**src/rtl/gpio_bus_writer.sv**
```systemverilog
// Serialises a captured address/payload onto a GPIO-style parallel bus, one byte
// per w_clk strobe, most-significant byte first, with programmable setup/strobe/hold.
module gpio_bus_writer #(
  parameter int SETUP_CYC  = 2,
  parameter int STROBE_CYC = 2,
  parameter int HOLD_CYC   = 2,
  parameter int MAX_BYTES  = 4
) (
  input  logic        clk,
  input  logic        rst,
  input  logic        req_valid,
  output logic        req_ready,
  input  logic [15:0] req_addr,
  input  logic [31:0] req_data,
  input  logic [2:0]  req_nbytes,
  output logic [31:0] gpio_out,
  output logic        done,
  output logic        err
);

  typedef enum logic [2:0] {
    IDLE,
    SETUP,
    STROBE,
    HOLD,
    DONE
  } state_e;

  localparam logic [7:0] SETUP_LD  = 8'(SETUP_CYC - 1);
  localparam logic [7:0] STROBE_LD = 8'(STROBE_CYC - 1);
  localparam logic [7:0] HOLD_LD   = 8'(HOLD_CYC - 1);
  localparam logic [2:0] MAX_N     = 3'(MAX_BYTES);

  state_e      state_q, state_d;
  logic [7:0]  cnt_q, cnt_d;
  logic [1:0]  idx_q, idx_d;
  logic [15:0] addr_q, addr_d;
  logic [31:0] data_q, data_d;
  logic [31:0] gpio_q, gpio_d;
  logic        ready_q, ready_d;
  logic        done_q, done_d;
  logic        err_q, err_d;
  logic [7:0]  byte_d;

  always_comb begin
    state_d = state_q;
    cnt_d   = cnt_q;
    idx_d   = idx_q;
    addr_d  = addr_q;
    data_d  = data_q;
    err_d   = 1'b0;

    unique case (state_q)
      IDLE: begin
        if (req_valid) begin
          addr_d = req_addr;
          data_d = req_data;
          if (req_nbytes != 3'd0 && req_nbytes <= MAX_N) begin
            state_d = SETUP;
            // n = 4 wraps to 0 in two bits, so n-1 still lands on index 3
            idx_d   = req_nbytes[1:0] - 2'd1;
            cnt_d   = SETUP_LD;
          end else begin
            state_d = DONE;
            err_d   = 1'b1;
          end
        end
      end
      SETUP: begin
        if (cnt_q == 8'd0) begin
          state_d = STROBE;
          cnt_d   = STROBE_LD;
        end else begin
          cnt_d = cnt_q - 8'd1;
        end
      end
      STROBE: begin
        if (cnt_q == 8'd0) begin
          state_d = HOLD;
          cnt_d   = HOLD_LD;
        end else begin
          cnt_d = cnt_q - 8'd1;
        end
      end
      HOLD: begin
        if (cnt_q == 8'd0) begin
          if (idx_q == 2'd0) begin
            state_d = DONE;
          end else begin
            state_d = SETUP;
            idx_d   = idx_q - 2'd1;
            cnt_d   = SETUP_LD;
          end
        end else begin
          cnt_d = cnt_q - 8'd1;
        end
      end
      DONE:    state_d = IDLE;
      default: state_d = IDLE;
    endcase

    // Outputs are decoded from the next state so they can be registered
    // without adding a cycle of latency.
    byte_d = data_d[{idx_d, 3'b000} +: 8];
    gpio_d = '0;
    if (state_d inside {SETUP, STROBE, HOLD}) begin
      gpio_d[15:0]  = addr_d;
      gpio_d[23:16] = byte_d;
      gpio_d[24]    = (state_d == STROBE);
    end
    ready_d = (state_d == IDLE);
    done_d  = (state_d == DONE);
  end

  always_ff @(posedge clk or negedge rst) begin
    if (!rst) begin
      state_q <= IDLE;
      cnt_q   <= '0;
      idx_q   <= '0;
      addr_q  <= '0;
      data_q  <= '0;
      gpio_q  <= '0;
      ready_q <= 1'b1;
      done_q  <= 1'b0;
      err_q   <= 1'b0;
    end else begin
      state_q <= state_d;
      cnt_q   <= cnt_d;
      idx_q   <= idx_d;
      addr_q  <= addr_d;
      data_q  <= data_d;
      gpio_q  <= gpio_d;
      ready_q <= ready_d;
      done_q  <= done_d;
      err_q   <= err_d;
    end
  end

  assign req_ready = ready_q;
  assign gpio_out  = gpio_q;
  assign done      = done_q;
  assign err       = err_q;

endmodule
```
**config.mk**
```make
export PLATFORM = sky130hd
export DESIGN_NAME = gpio_bus_writer
export DESIGN_NICKNAME = d
export VERILOG_FILES = /design/src/rtl/gpio_bus_writer.sv
export SDC_FILE = /design/constraint.sdc
export NUM_CORES = 1
export LEC_CHECK = 0
export BUFFER_PORTS_ARGS = -buffer_cell sky130_fd_sc_hd__buf_2
export CORE_ASPECT_RATIO = 2
export CORE_MARGIN = 3
export CORE_UTILIZATION = 55
export CTS_BUF_LIST = sky130_fd_sc_hd__clkbuf_8
export CTS_CLUSTER_SIZE = 12
export DETAILED_ROUTE_END_ITERATION = 12
export HOLD_SLACK_MARGIN = 0.03
export PLACE_DENSITY = 0.81
export SYNTH_ARGS = -nofsm -noshare
export SYNTH_HDL_FRONTEND = slang
export SYNTH_SLANG_ARGS = --single-unit
```
**constraint.sdc**
```tcl
create_clock -name clk -period 5.9 [get_ports clk]
set_clock_uncertainty 0.05 [all_clocks]
set_input_delay 0.295 -clock clk [delete_from_list [all_inputs] [get_ports clk]]
set_output_delay 0.295 -clock clk [all_outputs]
set_load 0.1 [all_outputs]
```
# After elaboration in Yosys (flattened, before gate mapping)
# Cells that the tools add are included.
dict set report word_totals {
  input_bits 54
  ff_bits 89
}
dict set report classes {
  add_sub_neg 3
  n_reduce_logical 10
  n_mux 26
  magnitude_cmp 1
  shift 1
  eq_ne 10
}
# op n
set ops {}
lappend ops {{2-to-1 mux 32 bit} 2}
lappend ops {{2-to-1 mux 8 bit} 5}
lappend ops {{2-to-1 mux 16 bit} 2}
lappend ops {{indexed part select 32 x 6 -> 8 bit} 1}
lappend ops {{2-to-1 mux 25 bit} 1}
lappend ops {{case mux 8 bit (3 select lines)} 1}
lappend ops {{2-to-1 mux 3 bit} 6}
lappend ops {{== test 3 x 2 -> 1 bit, second input constant} 4}
lappend ops {{case mux 3 bit (4 select lines)} 1}
lappend ops {{nonzero test 3 bit} 3}
lappend ops {{logical NOT 8 bit} 1}
lappend ops {{2-to-1 mux 2 bit} 4}
lappend ops {{subtractor 8 x 1 -> 8 bit, second input constant} 1}
lappend ops {{== test 3 x 1 -> 1 bit, second input constant} 2}
lappend ops {{logical NOT 3 bit} 2}
lappend ops {{inequality test 2 bit, second input constant} 2}
lappend ops {{case mux 2 bit (2 select lines)} 1}
lappend ops {{AND reduction 4 bit} 1}
lappend ops {{subtractor 2 x 1 -> 2 bit, second input constant} 2}
lappend ops {{== test 3 bit, second input constant} 1}
lappend ops {{less-or-equal comparator 3 bit, second input constant} 1}
lappend ops {{2-to-1 mux 1 bit} 3}
lappend ops {{inequality test 3 bit, second input constant} 1}
lappend ops {{logical NOT 2 bit} 1}
lappend ops {{other kinds (2)} 2}

# Longest topological paths before layout
dict set report logic_depth {
  word_depth 8
  ltp_mapped 10
}

# Least setup slack after synthesis
# OpenSTA, ideal clock, no wires.
dict set report synth_timing {
  kind {reg-to-reg}
  start {reg cnt_q[0]}
  end {reg gpio_q[22], in the netlist gpio_out[22]}
  required_ns 5.754
  synth_period_minus_slack_ns 2.354
  n_path_buf 3
  slack_ns 3.546
  arrival_time_ns 2.209
  stages_incl_launch_ff 11
  cell_sequence {dfrtp_1 > inv_1 > ha_1 > or4b_4 > buf_6 > o311ai_4 > o31a_1 > buf_6 > buf_12 > a21oi_2 > o32ai_2}
}
dict set report synth_between {
  elab_chain_cells 6
}
# element line_no
set synth_lines {}
lappend synth_lines {{start, declared} 35} ;# logic [7:0] cnt_q, cnt_d;
lappend synth_lines {{start signal, assigned} 128} ;# cnt_q <= cnt_d;
lappend synth_lines {{logical NOT 8 bit (*)} {70, 78, 86}}
lappend synth_lines {{parallel branches: the longest is 4 deep, another holds indexed part select 32 x 6 -> 8 bit} --}
lappend synth_lines {{2-to-1 mux 25 bit (*)} 106} ;# if (state_d inside {SETUP, STROBE, HOLD}) begin
lappend synth_lines {{net gpio_d[22]} 39} ;# logic [31:0] gpio_q, gpio_d;
lappend synth_lines {{end signal, assigned} 132} ;# gpio_q <= gpio_d;
lappend synth_lines {{end, declared} 39}
# Mark *: on every way through the listed nets, which the timed path passes.
# A chain may end at the register's enable or synchronous reset.

# Final worst setup path
dict set report layout_timing {
  start {reg cnt_q[0]}
  end {reg gpio_q[19], in the netlist gpio_out[19]}
}
# The elaborated chain is that of the path after synthesis.

==> results.json <==
{
  "status": "finished, final reports clean",
  "rows": 42,
  "grt_pass1_wl_um": 12200,
  "maxCapViolations": 0,
  "antenna_left": 0,
  "cp.depth": 6,
  "rsz0062_at_grt": "no",
  "crit_path_max_incr_delay_ns": 1.04,
  "worstPathArrival_ns": 3.33,
  "grt_pass1_vias": 2642,
  "route.detailed.drc": 0,
  "cts_sinks": 89,
  "crit_slowest_cell": "nand4_1",
  "drive_gt1_frac": 0.343,
  "cts_buffers": 9,
  "min_period_over_period": 0.531,
  "worstSetupStartpointType": "flop",
  "antenna_cells": 0,
  "critPathMaxFanout": 33,
  "syn_area_um2": 3920,
  "vias_per_cell": 5.34,
  "cts.path.max_buffers": 2,
  "tns_ns": 0,
  "cts-root-buf": "clkbuf_8",
  "drt_wl_total_um": 7490,
  "postCtsSetupBuffers": 0,
  "wl_per_cell_um": 15.0,
  "port_buffers": 81,
  "synth_cells": 331,
  "worst_slew_pin_slew_ns": 1.17,
  "coreArea_um2": 6780,
  "grt-ovfl-total": 0,
  "clock_latency_ns": 0.35,
  "avgSynthCellArea_um2": 11.8,
  "cts_resized": 0,
  "area_delta_synth_final_pct": 15.6,
  "path_cells": "inv_1 -> ha_1 -> nor4b_1 -> nand4_1 -> nor3b_1 -> o32ai_1",
  "crit_family": "simple AND/OR/NAND/NOR gates",
  "drv_slew": 0,
  "clk_pin_slew_ns": 0.09,
  "num_vias": 2664,
  "worstSetupEndpointType": "flop",
  "worstPathRequired_ns": 6.09,
  "gp_congestion": 0.782,
  "worstHoldPathType": "primary input to asynchronous set/reset pin",
  "yosysUniqueCellTypes": 46,
  "ys_seq_area_frac": 0.568,
  "r2r_cells": 6,
  "timing.critical_path.buf_inv": 1,
  "die-area_um2": 8240,
  "setup.worst_path.class": "flop to flop",
  "yosysWarnings": 0,
  "hpwl_um": 5560,
  "die_y_um": 125,
  "ys_ff_latch": 89,
  "grt_max_degree": 90,
  "slew_headroom": 0.220,
  "finalCriticalPeriod_ns": 3.13,
  "hold_viol_final": 0,
  "htreeDepth": 3,
  "drt_iter0_drc": 178,
  "cts_hold_buffers": 0,
  "ioPinCount": 89,
  "fmax_mhz": 319,
  "cts_tree": "built",
  "start_util": 0.578,
  "setup_viol": 0,
  "drtPass1Iterations": 4,
  "finalNetCount": 462,
  "die_w_um": 65.7,
  "track_usage": 0.192,
  "antenna_found_initial": 0
}
## worst paths after layout
path / start / to / slack [ns]
worst min-delay path: rst / data_q[27] / 0.08
worst min register to register: addr_q[14] / addr_q[14] / 0.43
min in group clk: req_addr[14] / addr_q[14] / 0.12
max in group asynchronous: rst / cnt_q[4] / 5.05
worst max register to register: cnt_q[0] / gpio_out[19] / 2.77
worst max-delay path: cnt_q[0] / gpio_out[19] / 2.77
## cell usage in the layout (no fill, tap or decap), types with 9 or more instances in the layout
| master | netlist | layout |
|---|---|---|
| mux2i_1 | 17 | 17 |
| clkbuf_8 | 0 | 9 |
| inv_1 | 22 | 24 |
| buf_2 | 8 | 80 |
| nor2_1 | 29 | 29 |
| nand2_1 | 12 | 12 |
| a21oi_1 | 20 | 20 |
| o21ai_0 | 20 | 20 |
| dfrtp_1 | 88 | 88 |
| mux2_2 | 32 | 32 |
## per-stage QoR
| stage | instance area, um^2 | instances | util | hold slack [ns] | setup slack (ns) |
|---|---|---|---|---|---|
| after floorplan | 3940 | 337 | - | -0.0506 | 3.55 |
| after global routing | 4530 | 499 | 0.669 | 0.109 | 2.48 |
| after global placement | 4320 | 483 | 0.637 | 0.412 | 3.02 |
| final | 4530 | 499 | 0.669 | 0.0780 | 2.77 |
| after CTS | 4530 | 499 | 0.669 | 0.0966 | 2.78 |
| after detailed placement | 4320 | 483 | 0.637 | 0.416 | 2.82 |
## worst reg2reg max path, stage by stage, from the launching register on
cell and delay, ns:
dfrtp_1 0.41, inv_1 0.07, ha_1 0.21, nor4b_1 0.48, nand4_1 1.04, nor3b_1 0.48, o32ai_1 0.30
## final cells by class
type | instances | area, um^2
Clock inverter | 7 | 93.8
Fill cell | 508 | 2250
Sequential cell | 89 | 2230
Timing Repair Buffer | 83 | 423
Clock buffer | 9 | 124
Inverter | 22 | 82.6
Tap cell | 88 | 110
Multi-Input combinational cell | 201 | 1470
## sequential cells by signal, summed over array words and instances (netlist names)
signal	count
req_ready	1
state_q	3
data_q	32
idx_q	2
gpio_out	25
err	1
done	1
addr_q	16
cnt_q	8
## synthesized netlist by cell type (all sizes together)
library cell  count  area, um^2
nand3             2        10.0
nand2            12        45.0
o32ai             8        77.6
nor2             29         109
buf              20         150
nor4b             3        38.8
a41o              2        20.0
dfrtp            88        2200
or2               1        6.26
o21ai            21         105
a31oi             3        33.8
clkbuf            5        18.8
nor2b             3        18.8
o31a              2        17.5
and3              1        6.26
nor3              4        20.0
o31ai             1        12.5
mux2i            17         170
nor4bb            1        10.0
or4               1        7.51
nand2b            8        50.1
ha                2        25.0
conb              1        3.75
o211ai            1        7.51
o21ba             1        10.0
a21o              2        15.0
or3               2        12.5
nand3b            1        7.51
mux2             32         360
xnor2             1        8.76
nand4             1        6.26
a21oi            21         109
inv              22        82.6
o311ai            1        26.3
or4b              1        13.8
dfstp             1        26.3
nor3b             8        60.1
o41ai             1        16.3
## per-layer routing
metal  up-vias  track usage  share of wire
li1       1279            -              -
met4         0       0.0880          0.022
met2        79        0.346           0.56
met1      1297        0.203           0.36
met5         -            0              0
met3         9       0.0449          0.051
## kinds of logic (layout without fill, tap and decap cells)
logic type	Yosys count	after routing	share of synthesized area
AOI/OAI and AO/OA	64	64	0.115
xor gates and xnor gates	1	1	0.00223
adders and majority gates	2	2	0.00638
buffers and inverters	47	121	0.0642
DFF	89	89	0.568
muxes	49	49	0.135
other	1	7	0.000957
and+or+nand+nor	78	78	0.108
Power is left out: the tool's default activity adds up to more than one toggle a clock period on the data nets, which glitch-free logic cannot reach.
